[src/rtl/box_drawer_pkg.sv]
// box_drawer shared types and constants.
// State encoding, screen limits and palette.
package box_drawer_pkg;

  typedef enum logic [1:0] {
    IDLE,
    ERASE,
    DRAW,
    DONE
  } state_t;

  localparam logic [7:0] SCREEN_W = 8'd160;
  localparam logic [7:0] SCREEN_H = 8'd120;

  localparam logic [2:0] BG_COLOUR   = 3'b000;
  localparam logic [2:0] FALL_COLOUR = 3'b110;
  localparam logic [2:0] FLY_COLOUR  = 3'b111;

  localparam logic [6:0] BOX_RESET_Y = 7'd60;

  function automatic logic [2:0] box_colour(
    input logic fly
  );
    return fly ? FLY_COLOUR : FALL_COLOUR;
  endfunction

endpackage

[src/rtl/box_drawer_if.sv]
// box_drawer bus: box register side in,
// VGA adapter side out.
interface box_drawer_if;

  logic       frame_tick;
  logic [6:0] y_coordinate;
  logic       flying;
  logic       busy;
  logic       done;
  logic [7:0] x_out;
  logic [6:0] y_out;
  logic [2:0] colour;
  logic       plot;

  modport master (
    output frame_tick,
    output y_coordinate,
    output flying,
    input  busy,
    input  done,
    input  x_out,
    input  y_out,
    input  colour,
    input  plot
  );

  modport slave (
    input  frame_tick,
    input  y_coordinate,
    input  flying,
    output busy,
    output done,
    output x_out,
    output y_out,
    output colour,
    output plot
  );

endinterface

[src/rtl/box_drawer_square_scan_counter.sv]
// Raster index over an S x S square, S = 2**LOG2.
// Low bits give column, high bits give row.
module box_drawer_square_scan_counter #(
  parameter int LOG2 = 2
) (
  input  logic            clock,
  input  logic            resetn,
  input  logic            clear,
  input  logic            enable,
  output logic [LOG2-1:0] col_off,
  output logic [LOG2-1:0] row_off,
  output logic            last
);

  logic [2*LOG2-1:0] idx;

  // clear wins over enable; wraps after the last pixel
  always_ff @(posedge clock or negedge resetn) begin
    if (!resetn) begin
      idx <= '0;
    end else if (clear) begin
      idx <= '0;
    end else if (enable) begin
      idx <= idx + 1'b1;
    end
  end

  assign col_off = idx[LOG2-1:0];
  assign row_off = idx[2*LOG2-1:LOG2];
  assign last    = &idx;

endmodule

[src/rtl/box_drawer.sv]
// box_drawer: per-frame erase then redraw of the box.
// Optional: BOX_DRAWER_SKIP_UNCHANGED_EN skips unchanged frames.
module box_drawer
  import box_drawer_pkg::*;
#(
  parameter int BOX_X    = 20,
  parameter int BOX_LOG2 = 2
) (
  input logic        clock,
  input logic        resetn,
  box_drawer_if.slave bus
);

  localparam logic [7:0] X0 = 8'(BOX_X);

  state_t               state;
  logic [6:0]           old_y;
  logic [6:0]           new_y;
  logic [2:0]           new_col;
  logic [BOX_LOG2-1:0]  col_off;
  logic [BOX_LOG2-1:0]  row_off;
  logic                 last;
  logic                 scan_clr;
  logic                 scan_en;
  logic [6:0]           base;
  logic [7:0]           row_sum;
  logic                 skip;

  assign scan_clr = (state == IDLE)
                  | ((state == ERASE) & last);
  assign scan_en  = (state == ERASE)
                  | (state == DRAW);
  assign base     = (state == DRAW) ? new_y : old_y;
  assign row_sum  = {1'b0, base} + 8'(row_off);

  box_drawer_square_scan_counter #(
    .LOG2(BOX_LOG2)
  ) u_scan (
    .clock   (clock),
    .resetn  (resetn),
    .clear   (scan_clr),
    .enable  (scan_en),
    .col_off (col_off),
    .row_off (row_off),
    .last    (last)
  );

`ifdef BOX_DRAWER_SKIP_UNCHANGED_EN
  logic [2:0] last_col;

  assign skip = (bus.y_coordinate == old_y)
              & (box_colour(bus.flying) == last_col);

  // colour of the box currently on screen
  always_ff @(posedge clock or negedge resetn) begin
    if (!resetn) begin
      last_col <= FALL_COLOUR;
    end else if (state == DONE) begin
      last_col <= new_col;
    end
  end
`else
  assign skip = 1'b0;
`endif

  // frame sequencer with registered pixel outputs
  always_ff @(posedge clock or negedge resetn) begin
    if (!resetn) begin
      state      <= IDLE;
      old_y      <= BOX_RESET_Y;
      new_y      <= BOX_RESET_Y;
      new_col    <= FALL_COLOUR;
      bus.plot   <= 1'b0;
      bus.busy   <= 1'b0;
      bus.done   <= 1'b0;
      bus.x_out  <= '0;
      bus.y_out  <= '0;
      bus.colour <= '0;
    end else begin
      unique case (state)
        IDLE: begin
          bus.plot <= 1'b0;
          bus.busy <= 1'b0;
          bus.done <= 1'b0;
          if (bus.frame_tick) begin
            new_y   <= bus.y_coordinate;
            new_col <= box_colour(bus.flying);
            state   <= skip ? DONE : ERASE;
          end
        end
        ERASE, DRAW: begin
          bus.busy   <= 1'b1;
          bus.done   <= 1'b0;
          bus.x_out  <= X0 + 8'(col_off);
          bus.y_out  <= row_sum[6:0];
          bus.plot   <= row_sum < SCREEN_H;
          bus.colour <= (state == DRAW)
                      ? new_col : BG_COLOUR;
          if (last) begin
            state <= (state == ERASE)
                   ? DRAW : DONE;
          end
        end
        DONE: begin
          bus.plot <= 1'b0;
          bus.busy <= 1'b1;
          bus.done <= 1'b1;
          old_y    <= new_y;
          state    <= IDLE;
        end
        default: state <= IDLE;
      endcase
    end
  end

endmodule

[src/flat_wrapper.sv]
// flat-port wrapper written by rule: the top's interface ports become plain ports
module box_drawer_flat import box_drawer_pkg::*;
#(
  parameter int BOX_X    = 20,
  parameter int BOX_LOG2 = 2
)
  (clock, resetn, bus_frame_tick, bus_y_coordinate, bus_flying, bus_busy, bus_done, bus_x_out, bus_y_out, bus_colour, bus_plot);
  box_drawer_if bus_i ();
  input logic clock;
  input logic resetn;
  input wire logic [$bits(bus_i.frame_tick)-1:0] bus_frame_tick;
  input wire logic [$bits(bus_i.y_coordinate)-1:0] bus_y_coordinate;
  input wire logic [$bits(bus_i.flying)-1:0] bus_flying;
  output wire logic [$bits(bus_i.busy)-1:0] bus_busy;
  output wire logic [$bits(bus_i.done)-1:0] bus_done;
  output wire logic [$bits(bus_i.x_out)-1:0] bus_x_out;
  output wire logic [$bits(bus_i.y_out)-1:0] bus_y_out;
  output wire logic [$bits(bus_i.colour)-1:0] bus_colour;
  output wire logic [$bits(bus_i.plot)-1:0] bus_plot;
  assign bus_i.frame_tick = bus_frame_tick;
  assign bus_i.y_coordinate = bus_y_coordinate;
  assign bus_i.flying = bus_flying;
  assign bus_busy = bus_i.busy;
  assign bus_done = bus_i.done;
  assign bus_x_out = bus_i.x_out;
  assign bus_y_out = bus_i.y_out;
  assign bus_colour = bus_i.colour;
  assign bus_plot = bus_i.plot;
  box_drawer #(.BOX_X(BOX_X), .BOX_LOG2(BOX_LOG2)) u_core (.clock(clock), .resetn(resetn), .bus(bus_i));
endmodule
[config.mk]
export PLATFORM = sky130hd
export DESIGN_NAME = box_drawer_flat
export DESIGN_NICKNAME = d
export VERILOG_FILES = /design/src/rtl/box_drawer_pkg.sv /design/src/rtl/box_drawer_if.sv /design/src/rtl/box_drawer_square_scan_counter.sv /design/src/rtl/box_drawer.sv /design/src/flat_wrapper.sv
export SDC_FILE = /design/constraint.sdc
export NUM_CORES = 1
export LEC_CHECK = 0
export ABC_AREA = 1
export CAP_MARGIN = 40
export CORE_ASPECT_RATIO = 1.2
export CORE_MARGIN = 5
export CORE_UTILIZATION = 50
export DETAILED_ROUTE_END_ITERATION = 8
export PLACE_DENSITY = 0.77
export SLEW_MARGIN = 20
export SYNTH_ARGS = -nofsm -noshare
export SYNTH_HDL_FRONTEND = slang
export SYNTH_SLANG_ARGS = --single-unit
[constraint.sdc]
create_clock -name clock -period 5.1 [get_ports clock]
set_input_delay 1.02 -clock clock [delete_from_list [all_inputs] [get_ports clock]]
set_output_delay 1.02 -clock clock [all_outputs]
set_load 0.01 [all_outputs]
==> results.json <==
{
  "outcome": "completed",
  "finalMaxSlewViolations": 0,
  "grt_overflow": 0,
  "critPathKind": "register to register",
  "path_max_fanout": 15,
  "gp_congestion": 0.833,
  "crit_path_end_kind": "register",
  "routed_wl_um": 3160,
  "wl_per_cell_um": 11.9,
  "finalSetupViolCount": 0,
  "ys_ff_latch": 36,
  "synth_largest_area_cell": "dfrtp_1",
  "hold_viol": 0,
  "insertedDiodeCount": 0,
  "drive_gt1_share_pct": 11.0,
  "path_clk_slew_ns": 0.07,
  "yosysWarnings": 0,
  "ys_types": 25,
  "top_layer_used": "met4",
  "cts-root-buf": "clkbuf_8",
  "avgViaCountPerCell": 5.05,
  "pwr-share-clk_pct": 15.0,
  "die_w_um": 64.2,
  "drt_iter0_markers": 55,
  "fin_crit_sh_pct": 48.3,
  "synth_area_um2": 1760,
  "grt_use_total_pct": 14.3,
  "h-tree-depth": 2,
  "clock_sinks": 36,
  "wl_met3_um": 170,
  "fin_setup_tns_ns": 0,
  "io-pin-count": 32,
  "p_sw_share_pct": 39.5,
  "multiInputGateArea_um2": 701,
  "synth_flop_cell": "dfrtp_1",
  "synth_edf_count": 0,
  "fillers": 277,
  "synthTopCellsByArea": "dfrtp_1 (40%), dfstp_2 (12%), nand2_1 (11%)",
  "cp.arrival_ns": 2.67,
  "avgSynthCellArea_um2": 8.86,
  "antenna_found_initial": 0,
  "cts_buffers": 5,
  "postCtsResizedCells": 0,
  "hold_ws_ns": 0.468,
  "yosysMostFrequentCell": "nand2_1",
  "grt_max_degree": 37,
  "synthCells": 199,
  "die_area_um2": 4820,
  "ir_worst_vdd_mv": 0.389,
  "drc": 0,
  "port_buffers": 27,
  "hold_path.class": "register to register",
  "p_leak_nw": 0.999,
  "cts_tree": "done",
  "routed-wl-met2_um": 1510,
  "yosys-top-cells-count": "nand2_1 (52), dfrtp_1 (28), inv_1 (25)",
  "num_rows": 23,
  "post_cts_buffers": 0,
  "seqPwrFrac_pct": 38.3,
  "core-area_um2": 3370,
  "area_growth_pct": 20.4,
  "first_pass_iters": 4,
  "ctsHoldBuffers": 0,
  "fmax_mhz": 406,
  "start_util_pct": 52.4,
  "first_global_vias": 1226,
  "crit_required_ns": 5.31,
  "start_kind": "register",
  "skew_ns": 0.00304,
  "synth_top_area_share_pct": 39.7,
  "synth-async-reset-ratio_pct": 100,
  "rsz0062_at_grt": "false",
  "clk_latency_ns": 0.28,
  "final-seq-area_um2": 911,
  "clockBufferDepth": 2,
  "nets": 247,
  "dieHeight_um": 75.0,
  "grt_pass1_wl_um": 5330,
  "final.min_clock_period_ns": 2.47,
  "met1_length_um": 1420,
  "p_sw_w": 0.000536,
  "dr_total_vias": 1337,
  "ys_seq_area_share_pct": 51.7,
  "combinationalPowerShare_pct": 46.7,
  "detail-route-antenna-nets": 0,
  "intPower_w": 0.000820,
  "pwr_density_cell_nw_per_um2": 639,
  "maxCapViolations": 0,
  "dp_hpwl_um": 2390
}
-- routing by layer --
metal	up-vias	GRT usage, %
met5	-	0
met3	6	4.18
met2	26	24.8
met4	0	6.79
met1	624	16.4
li1	681	-
-- metrics by stage --
| stage | utilization [%] | area [um^2] | setup WS [ns] | power, W | instances |
|---|---|---|---|---|---|
| after floorplan | - | 1770 | 2.89 | 0.000952 | 202 |
| after global placement | 60.4 | 2030 | 2.74 | 0.00114 | 257 |
| after detailed placement | 60.4 | 2030 | 2.63 | 0.00117 | 257 |
| after CTS | 63.1 | 2120 | 2.62 | 0.00137 | 265 |
| after global routing | 63.1 | 2120 | 2.33 | 0.00149 | 265 |
| final | 63.1 | 2120 | 2.63 | 0.00136 | 265 |
-- worst max-delay path, stage by stage, from the launching register on --
cell	delay [ns]
dfrtp_1	0.42
inv_1	0.11
ha_1	0.45
nand2_1	0.08
o21ai_0	0.09
ha_1	0.19
inv_1	0.05
fa_1	0.38
a21oi_1	0.22
nand4_1	0.12
nand2_1	0.08
nand2_1	0.06
a21oi_1	0.14
-- cell usage in the layout, fill, tap and decap left out, drive strengths merged --
cell type,instances
clkinv,1
a21oi,9
nor2,10
or2,2
nand3,9
fa,1
clkdlybuf4s50,27
ha,8
o22ai,1
buf,1
nand4,3
xor2,1
mux2,6
clkbuf,8
nand2,53
dfstp,8
a31oi,1
o31ai,1
conb,4
dfrtp,28
o21ai,21
inv,25
-- power by group through the flow --
| stage | Combinational (W) | Clock, W | Sequential (W) |
|---|---|---|---|
| 2_1_floorplan | 0.000418 | 0 | 0.000533 |
| 3_5_place_dp | 0.000641 | 0 | 0.000525 |
| 3_3_place_gp | 0.000618 | 0 | 0.000520 |
| 4_1_cts | 0.000642 | 0.000210 | 0.000520 |
| 6_report | 0.000634 | 0.000203 | 0.000519 |
| 5_1_grt | 0.000729 | 0.000223 | 0.000540 |
-- path summary, 6_finish.rpt --
kind	startpoint	slack (ns)	end	cells past startpoint
min in group asynchronous	resetn	1.14	u_core.u_scan.idx[2]	2
min reg2reg	u_core.bus.y_out[0]	0.47	u_core.bus.y_out[0]	2
max reg2reg	u_core.state[0]	2.63	u_core.bus.plot	12
max	u_core.state[0]	2.63	u_core.bus.plot	12
max in group asynchronous	resetn	3.61	u_core.old_y[4]	2
min	u_core.bus.y_out[0]	0.47	u_core.bus.y_out[0]	2
-- flip-flops by register name, indices dropped and copies added (netlist names) --
name,flops
u_core.bus.busy,1
u_core.bus.colour,2
u_core.bus.done,1
u_core.bus.plot,1
u_core.bus.x_out,3
u_core.bus.y_out,7
u_core.new_col,1
u_core.new_y,7
u_core.old_y,7
u_core.state,2
u_core.u_scan.idx,4
-- final cells by class --
type | count | share of cell area (%)
Clock buffer | 8 | 4.24
Multi-Input combinational cell | 130 | 33.0
Tap cell | 37 | 2.18
Sequential cell | 36 | 42.9
Inverter | 26 | 4.60
Timing Repair Buffer | 28 | 13.1
-- cell families (layout without fill, tap and decap cells) --
group                      after synthesis  in the layout  synth area share (%)
other                                    1              4                 0.213
and+or+nand+nor                         77             77                  17.9
DFF                                     36             36                  51.7
xor gates and xnor gates                 1              1                 0.497
muxes                                    6              6                  3.83
adders and majority gates                9              9                  6.81
AOI/OAI and AO/OA                       33             33                  9.87
buffers and inverters                   36             62                  9.23
No activity file was read; power rests on OpenSTA's default activity.
